[config.mk]
export PLATFORM = sky130hd
export DESIGN_NAME = timer_channel_ctrl
export DESIGN_NICKNAME = d
export VERILOG_FILES = /design/src/rtl/timer_channel_ctrl.sv
export SDC_FILE = /design/constraint.sdc
export NUM_CORES = 1
export LEC_CHECK = 0
export CORE_ASPECT_RATIO = 1.2
export CORE_MARGIN = 2
export CORE_UTILIZATION = 31
export CTS_CLUSTER_DIAMETER = 120
export DETAILED_ROUTE_END_ITERATION = 7
export PLACE_DENSITY = 0.84
export SLEW_MARGIN = 20
export SYNTH_ARGS = -nofsm -noshare
export SYNTH_HDL_FRONTEND = slang
export SYNTH_SLANG_ARGS = --single-unit
export TNS_END_PERCENT = 10
[constraint.sdc]
create_clock -name clk -period 2 [get_ports clk]
set_input_delay 0.3 -clock clk [delete_from_list [all_inputs] [get_ports clk]]
set_output_delay 0.3 -clock clk [all_outputs]
set_load 0.05 [all_outputs]
[src/rtl/timer_channel_ctrl.sv]
// timer_channel_ctrl: run/stop/one-shot sequencing, counter clear, TMO output, status flags
// and interrupt requests for one timer channel. Define TIMER_ADTRIG_EN to add the adtrg output.
module timer_channel_ctrl #(
   parameter int unsigned BIT_WIDTH = 8,
   parameter logic        TMO_INIT  = 1'b0
) (
   input  logic                 clk,
   input  logic                 rst,
   input  logic                 count_tick,
   input  logic [BIT_WIDTH-1:0] tcnt,
   input  logic [BIT_WIDTH-1:0] tcora,
   input  logic [BIT_WIDTH-1:0] tcorb,
   input  logic [1:0]           cclr,
   input  logic [1:0]           os_a,
   input  logic [1:0]           os_b,
   input  logic                 oneshot,
   input  logic                 start,
   input  logic                 stop,
   input  logic                 tmri,
   input  logic [2:0]           flag_clr,
   input  logic [2:0]           ie,
   output logic                 count_en,
   output logic                 counter_clear,
   output logic                 tmo,
   output logic                 cmfa,
   output logic                 cmfb,
   output logic                 ovf,
   output logic                 cmia,
   output logic                 cmib,
   output logic                 ovi,
`ifdef TIMER_ADTRIG_EN
   output logic                 adtrg,
`endif
   output logic [1:0]           run_state
);

   typedef enum logic [1:0] {
      ST_STOP = 2'b00,
      ST_RUN  = 2'b01,
      ST_DONE = 2'b10
   } state_t;

   state_t r_state;
   logic   r_tmri_s1, r_tmri_s2, r_tmri_d;
   logic   r_tmo, r_cmfa, r_cmfb, r_ovf;

   logic   w_run, w_cma_ev, w_cmb_ev, w_ovf_ev, w_tmri_ev, w_done_tr, w_clr;
   logic   w_tgl, w_high, w_low, w_tmo_nxt;

   assign w_run     = (r_state == ST_RUN);
   assign w_cma_ev  = w_run & count_tick & (tcnt == tcora);
   assign w_cmb_ev  = w_run & count_tick & (tcnt == tcorb);
   assign w_tmri_ev = r_tmri_s2 & ~r_tmri_d;
   assign w_done_tr = w_run & oneshot & w_cma_ev & ~stop;

   always_comb begin
      w_clr = 1'b0;
      case (cclr)
         2'b01:   w_clr = w_cma_ev;
         2'b10:   w_clr = w_cmb_ev;
         2'b11:   w_clr = w_tmri_ev;
         default: w_clr = 1'b0;
      endcase
      if (w_done_tr) w_clr = 1'b1;
   end

   // A clear on the all-ones count is a wrap, not an overflow
   assign w_ovf_ev = w_run & count_tick & (tcnt == '1) & ~w_clr;

   always_comb begin
      w_tgl  = (w_cma_ev && os_a == 2'b11) || (w_cmb_ev && os_b == 2'b11);
      w_high = (w_cma_ev && os_a == 2'b10) || (w_cmb_ev && os_b == 2'b10);
      w_low  = (w_cma_ev && os_a == 2'b01) || (w_cmb_ev && os_b == 2'b01);
      w_tmo_nxt = r_tmo;
      if (w_tgl)       w_tmo_nxt = ~r_tmo;
      else if (w_high) w_tmo_nxt = 1'b1;
      else if (w_low)  w_tmo_nxt = 1'b0;
   end

   // Stop takes precedence over start in every state
   always_ff @(posedge clk) begin
      if (rst) begin
         r_state <= ST_STOP;
      end else begin
         case (r_state)
            ST_STOP: if (start && !stop) r_state <= ST_RUN;
            ST_RUN: begin
               if (stop)                       r_state <= ST_STOP;
               else if (oneshot && w_cma_ev)   r_state <= ST_DONE;
            end
            ST_DONE: begin
               if (stop)       r_state <= ST_STOP;
               else if (start) r_state <= ST_RUN;
            end
            default: r_state <= ST_STOP;
         endcase
      end
   end

   always_ff @(posedge clk) begin
      if (rst) begin
         r_tmri_s1 <= 1'b0;
         r_tmri_s2 <= 1'b0;
         r_tmri_d  <= 1'b0;
         r_tmo     <= TMO_INIT;
         r_cmfa    <= 1'b0;
         r_cmfb    <= 1'b0;
         r_ovf     <= 1'b0;
      end else begin
         r_tmri_s1 <= tmri;
         r_tmri_s2 <= r_tmri_s1;
         r_tmri_d  <= r_tmri_s2;
         r_tmo     <= w_tmo_nxt;
         r_cmfa    <= w_cma_ev | (r_cmfa & ~flag_clr[0]);
         r_cmfb    <= w_cmb_ev | (r_cmfb & ~flag_clr[1]);
         r_ovf     <= w_ovf_ev | (r_ovf  & ~flag_clr[2]);
      end
   end

`ifdef TIMER_ADTRIG_EN
   logic r_adtrg;
   always_ff @(posedge clk) begin
      if (rst) r_adtrg <= 1'b0;
      else     r_adtrg <= w_cma_ev;
   end
   assign adtrg = r_adtrg;
`endif

   assign count_en      = w_run;
   assign counter_clear = w_clr;
   assign tmo           = r_tmo;
   assign cmfa          = r_cmfa;
   assign cmfb          = r_cmfb;
   assign ovf           = r_ovf;
   assign cmia          = r_cmfa & ie[0];
   assign cmib          = r_cmfb & ie[1];
   assign ovi           = r_ovf  & ie[2];
   assign run_state     = r_state;

endmodule

==> results.md, run 1 <==
- Worst Reg-to-Reg Cells: 6
- Fraction of the cycle the final worst path needs: 1.202
- Number of synthesis warnings: 0
- TritonCTS clock tree: done
- Area delta synth->final: 124.2%
- Portion of the post-synthesis area used by sequential elements: 0.2769
- Worst reg2reg path startpoint: run_state[1]$_SDFFE_PP0P_
- Number of top-level pins: 54
- Routed Antenna Nets: 0
- Critical path capture point: counter_clear
- Number of design-rule violations left by the first detailed-router iteration: 5
- Power per cell area: around 350 nW/um^2
- Setup repair after global routing missed its margin: true
- CTS HTree Levels: 1
- Number of nets in the final layout: 200
- Via-to-Cell Ratio: a little over 5
- Max Cap Viol: 0
- Global placement routability congestion: 0.8491
- Detailed-route DRC error count: 0
- Slew at the pin closest to its max-slew limit: between 0.5 and 0.6 ns
- Core outline area: about 2000 sq um
- Clock insertion delay at the later pin of the skew report: around 0.26 ns
- Final wirelength: roughly 2.3 mm
- Detailed-router iteration count before antenna repair: 4
- Number of filler instances in the final layout: roughly 160
- Number of slew-limit violations in the final report: 0
- Vias in the first global route: about 950
- Worst-path maximum fanout: 2
- Worst-case headroom to the max-slew limit: 0.6580
- Cell depth of the worst setup path: 6
- Fraction of final layout cells with drive strength greater than 1: 0.2500
- Number of synthesized register bits: 9
- Violations in the final reports: setup timing
- Final non-filler cell area: between 1000 and 1500 sq um
- Critical path's slowest cell: or4_4
- X dimension of the die: approximately 46 um
- Startpoint of the worst setup timing path: run_state[1]$_SDFFE_PP0P_
- Status: finished with violations
- Final number of setup-violating endpoints: 1
- Ordered list of cells on the worst path: nand3b_4, or3_4, or4_4, a21oi_4, o21bai_4, buf_12
- Placed cell area: ~1400 sq um
- Total Die Area: roughly 2500 sq um
- Clock buffers created by TritonCTS: 3
- Average size of a mapped cell: roughly 8.3 sq um
- Kind of critical path: reg2out
- Number of nets in the synthesized netlist: roughly 120
- Post-detail-place hpwl: roughly 1.9 mm
- Worst path arrival time: 2.10 ns
- Data required time at the worst endpoint: roughly 1.7 ns
- Maximum number of pins on one net before global-route repair: 10
- Clock period minus final worst setup slack: 2.403 ns
- Worst IR Drop VDD: about 0.26 mV
- Port Buf Inserts: 53
- Worst reg2reg endpoint: tmo$_SDFFE_PP0P_
- Number of buffers on the longest clock path: 2
- Aggregate negative setup slack: -0.4033 ns
- Max Fclk: 416.1 MHz
- Mapped Area: 650.6 sq um
- Type of the most critical hold path: reg2reg
- Sink Count: 9
- Cell count after synthesis: 78
- CP Buf/Inv Count: 1
- CP peak stage delay: 0.53 ns
- Antenna violations before repair: 0
- Root Buffer Master: clkbuf_4
- Global routing usage summed across all routing layers: 0.2041
- R2R Setup Slk: around 0.070 ns
- Antenna diodes: 0
- Top delay family on crit path: simple AND/OR/NAND/NOR gates
- Worst Slack Setup Final: -0.4033 ns
- Startpoint type of the worst setup path: register
- Count of unique library cells instantiated by Yosys: 29
- Global route total overflow: 0
- Overall power: ~0.5 mW
- Die H: between 50 and 60 um
- Number of hold violations in the final report: 0
- WL/cell: around 13 um
- Clock transition at the registers of the reported paths: 0.06 ns
- Cell leakage power: between 0.6 and 0.7 nW
- Global-route wire length before repair: roughly 3.6 mm
- Row count: 18
- Kind of capture point of the worst setup path: output port
- Initial core utilization: 0.3210
- Clock Skew: ~0.0013 ns
- Utilization after layout: 0.7198
- Vias after detailed routing: a little under 900
- Post-cts hold buffer count: 0
-- worst register-to-register path: stages (launching register included) --
cell and delay [ns]:
dfxtp_4 0.34, nand3b_4 0.15, or3_4 0.37, buf_4 0.14, or3_4 0.32, o311a_1 0.29, o211a_1 0.21
-- synth_stat cells, drive strengths merged --
| cell | n | share of area |
|---|---|---|
| nand3b | 2 | 0.042 |
| nand2 | 4 | 0.023 |
| o21ai | 3 | 0.023 |
| a31oi | 1 | 0.0096 |
| nand2b | 3 | 0.029 |
| clkbuf | 1 | 0.0058 |
| or4 | 1 | 0.012 |
| and2 | 3 | 0.029 |
| nor3 | 2 | 0.015 |
| o22ai | 1 | 0.0096 |
| nor4 | 3 | 0.029 |
| nor2b | 4 | 0.038 |
| a21oi | 3 | 0.023 |
| o311a | 1 | 0.015 |
| dfxtp | 9 | 0.28 |
| xor2 | 10 | 0.13 |
| nand4 | 2 | 0.019 |
| o211a | 1 | 0.015 |
| nor2 | 3 | 0.017 |
| xnor2 | 6 | 0.081 |
| inv | 5 | 0.029 |
| a211oi | 1 | 0.012 |
| a2bb2oi | 2 | 0.027 |
| o21bai | 1 | 0.012 |
| or3 | 3 | 0.044 |
| nand3 | 2 | 0.015 |
| nand4b | 1 | 0.013 |
-- placed cells by master (no fill, tap or decap), types with 4 or more instances in the layout --
cell type         n
buf_4            23
buf_12            4
nand2_1           4
xor2_1           10
dfxtp_1           7
nor2b_1           4
xnor2_1           6
inv_1             5
dlygate4sd2_1     9
clkdlybuf4s50_1  39
-- where the power goes --
group | internal (mW) | leakage [nW] | total [mW] | switching, mW
sequential | 0.181 | 0.0747 | 0.183 | 0.00219
combinational | 0.118 | 0.528 | 0.186 | 0.0678
clock | 0.0770 | 0.0150 | 0.143 | 0.0658
total | 0.376 | 0.617 | 0.512 | 0.136
-- what timing repair did --
| item | 4_1_cts | 5_1_grt |
|---|---|---|
| setup endpoints to repair | 2 | 3 |
| gates resized for setup | 10 | 2 |
| pin swaps | 2 | 4 |
| setup buffers | 0 | 2 |
| endpoints found under the hold margin | 0 | 0 |
-- final cells by class --
| cell class | instances | area, sq um | share of cell area |
|---|---|---|---|
| Inverter | 5 | 18.77 | 0.01286 |
| Tap cell | 20 | 25.02 | 0.01715 |
| Sequential cell | 9 | 187.7 | 0.1286 |
| Timing Repair Buffer | 75 | 721.9 | 0.4949 |
| Multi-Input combinational cell | 63 | 479.2 | 0.3285 |
| Clock buffer | 4 | 26.28 | 0.01801 |
-- routing by layer --
metal	share of wire	GRT usage	wire, um	up-vias
li1	-	-	-	432
met1	0.34	0.1776	776	391
met2	0.55	0.3920	1250	49
met3	0.060	0.03020	138	15
met4	0.050	0.1714	114	0
met5	0	0	0	-
-- state kept, by name, indices dropped and copies added (netlist names) --
name       count
cmfa           1
run_state      2
r_tmri_d       1
tmo            1
r_tmri_s1      1
ovf            1
r_tmri_s2      1
cmfb           1
-- worst min path at each step --
stage,start,end,slack [ns],depth (start not counted)
finish,r_tmri_s1$_SDFF_PP0_,r_tmri_s2$_SDFF_PP0_,0.45,1
global route,r_tmri_s2$_SDFF_PP0_,r_tmri_d$_SDFF_PP0_,0.49,1
CTS,r_tmri_s1$_SDFF_PP0_,r_tmri_s2$_SDFF_PP0_,0.45,1
detailed placement,r_tmri_s1$_SDFF_PP0_,r_tmri_s2$_SDFF_PP0_,0.45,1
global placement,r_tmri_s1$_SDFF_PP0_,r_tmri_s2$_SDFF_PP0_,0.43,1
floorplan,stop,run_state[0]$_SDFFE_PP0P_,0.37,1
-- cells by family (layout without fill, tap and decap cells) --
kind of cell           count (synthesis)  count (layout)  share of synthesized area
AND/OR/NAND/NOR                       33              33                     0.3269
XOR/XNOR                              16              16                     0.2154
AO/OA/AOI/OAI                         14              14                     0.1462
flip-flops                             9               9                     0.2769
buffers and inverters                  6              84                    0.03461
-- through the flow --
step / setup WS (ns) / hold slack [ns] / cells
final: -0.4033 / 0.4517 / 176
after global routing: -0.4447 / 0.4894 / 176
after global placement: -0.4321 / 0.4312 / 170
after CTS: -0.3797 / 0.4541 / 174
after floorplan: -0.01272 / 0.3687 / 78
after detailed placement: -0.4716 / 0.4451 / 170
(Power assumes the default switching activity.)
==> run 2: changes to the inputs <==
--- a/config.mk
+++ b/config.mk
@@ -10,7 +10,7 @@
 export CORE_UTILIZATION = 31
 export CTS_CLUSTER_DIAMETER = 120
 export DETAILED_ROUTE_END_ITERATION = 7
-export PLACE_DENSITY = 0.84
+export PLACE_DENSITY = 0.78
 export SLEW_MARGIN = 20
 export SYNTH_ARGS = -nofsm -noshare
 export SYNTH_HDL_FRONTEND = slang
==> results.md, run 2 (same netlist as run 1, synthesis figures left out) <==
- Status: finished with violations
- Violations in the final reports: setup timing
- Routing usage on met3: 0.02013
- Number of buffers on the longest clock path: 2
- Vias after detailed routing: approximately 900
- Leading cell types in the layout, fill and taps excluded: clkdlybuf4s50_1, buf_4, xor2_1, dfxtp_1, dlygate4sd2_1
- Worst reg2reg path startpoint: run_state[1]$_SDFFE_PP0P_
- WL/cell: between 10 and 15 um
- CP Buf/Inv Count: 2
- Final number of setup-violating endpoints: 2
- Die H: approximately 54 um
- GR met2 Demand/Resource: 0.3991
- Setup repair after global routing missed its margin: true
- Worst reg2reg endpoint: tmo$_SDFFE_PP0P_
- Slew at the pin closest to its max-slew limit: 0.5119 ns
- Final wirelength: between 2 and 2.5 mm
- Initial core utilization: 0.3210
- Global routing usage summed across all routing layers: 0.1982
- Clock buffers created by TritonCTS: 3
- Cell leakage power: around 0.64 nW
- Worst Slack Setup Final: -0.3507 ns
- Worst IR Drop VDD: just over 0.2 mV
- Detailed-router iteration count before antenna repair: 4
- Worst Reg-to-Reg Cells: 6
- Clock insertion delay at the later pin of the skew report: 0.26 ns
- Antenna violations before repair: 0
- Most common library cell in the layout ignoring fill and taps: clkdlybuf4s50_1
- Worst hold path endpoint: r_tmri_s2$_SDFF_PP0_
- Data required time at the worst endpoint: 1.70 ns
- Final non-filler cell area: between 1000 and 1500 sq um
- Global-route wire length before repair: ~3.6 mm
- Ordered list of cells on the worst path: dlygate4sd2_1, xor2_1, or3_4, or4_4, a21oi_4, o21bai_4, buf_12
- Number of nets in the final layout: about 200
- Top delay family on crit path: simple AND/OR/NAND/NOR gates
- Number of hold violations in the final report: 0
- Max Cap Viol: 0
- Number of slew-limit violations in the final report: 0
- Utilization after layout: 0.7284
- R2R Setup Slk: 0.10 ns
- Kind of capture point of the worst setup path: output port
- X dimension of the die: ~46 um
- Flip-flop count of the largest register, all copies and words added: 2
- Worst path arrival time: 2.05 ns
- Worst-path maximum fanout: 2
- Core outline area: just over 2000 sq um
- Kind of critical path: in2out
- CTS HTree Levels: 1
- Clock Skew: around 0.00070 ns
- Row count: 18
- Fraction of the cycle the final worst path needs: 1.175
- Number of design-rule violations left by the first detailed-router iteration: 3
- Placed cell area: ~1400 sq um
- Fraction of final layout cells with drive strength greater than 1: 0.2532
- Most heavily used metal layer in global routing: met2
- Area delta synth->final: 126.9%
- Root Buffer Master: clkbuf_4
- Via-to-Cell Ratio: about 5.0
- Cell count of the worst hold path: 1
- Vias in the first global route: about 920
- Routed Antenna Nets: 0
- Antenna diodes: 0
- Clock transition at the registers of the reported paths: 0.06 ns
- Global route total overflow: 0
- Clock period minus final worst setup slack: between 2 and 2.5 ns
- Critical path's slowest cell: or4_4
- Post-detail-place hpwl: around 1.9 mm
- Detailed-route DRC error count: 0
- Worst min-delay path startpoint: r_tmri_s1$_SDFF_PP0_
- Type of the most critical hold path: reg2reg
- Number of top-level pins: 54
- Sink Count: 9
- Power per cell area: about 350 nW/um^2
- CP peak stage delay: approximately 0.50 ns
- GR Util met1: 0.1844
- Global placement routability congestion: between 0.7 and 0.8
- Max Fclk: about 430 MHz
- Worst-case headroom to the max-slew limit: 0.6577
- Maximum number of pins on one net before global-route repair: 10
- Total Die Area: around 2500 sq um
- Startpoint type of the worst setup path: input pin
- Port Buf Inserts: between 50 and 60
- TritonCTS clock tree: done
## run 2: routing by layer
| layer | up-vias | routed length, um |
|---|---|---|
| li1 | 435 | - |
| met1 | 397 | 792 |
| met2 | 40 | 1305 |
| met3 | 10 | 91 |
| met4 | 0 | 74 |
| met5 | - | 0 |
## run 2: layout make-up
cell class | count | area, sq um
fill | 175 | 550.5
tap | 20 | 25.02
clock buffer | 4 | 26.28
timing repair buffer | 77 | 744.5
multi-input combinational | 63 | 474.2
sequential | 9 | 187.7
inverter | 5 | 18.77
## run 2: power breakdown
group          switching [mW]  internal (mW)
registers             0.00214          0.181
logic                  0.0665          0.121
clock network          0.0672         0.0771
total                   0.136          0.379
## run 2: timing repair
action	CTS	global route
endpoints found under the setup margin	2	3
setup buffers	1	2
hold buffers	0	0
pin swaps	5	4
gates resized for setup	8	3
## run 2: worst register-to-register path: cells and delay by family (launching register included)
family,cells,cell delay [ns]
AND/OR/NAND/NOR,3,0.80
flip-flops,1,0.34
buffers and inverters,1,0.14
AO/OA/AOI/OAI,2,0.52
## run 2: worst max-delay path by stage
stage | startpoint | to | slack [ns] | cells after the start
after floorplan | run_state[1]$_SDFFE_PP0P_ | counter_clear | -0.01 | 5
after global placement | count_tick | counter_clear | -0.42 | 7
after detailed placement | count_tick | counter_clear | -0.44 | 7
after CTS | run_state[1]$_SDFFE_PP0P_ | counter_clear | -0.38 | 6
after global routing | run_state[1]$_SDFFE_PP0P_ | counter_clear | -0.41 | 6
final | tcorb[5] | counter_clear | -0.35 | 7
## run 2: through the flow
stage	total power [mW]	setup slack (ns)	hold slack, ns	TNS, ns	instances
floorplan	0.2425	-0.01272	0.3687	-0.01272	78
global placement	0.3709	-0.4196	0.4277	-1.358	171
detailed placement	0.3730	-0.4417	0.4297	-1.476	171
CTS	0.5200	-0.3769	0.4447	-0.3769	176
global route	0.5450	-0.4148	0.4625	-0.4727	178
finish	0.5145	-0.3507	0.4419	-0.3518	178
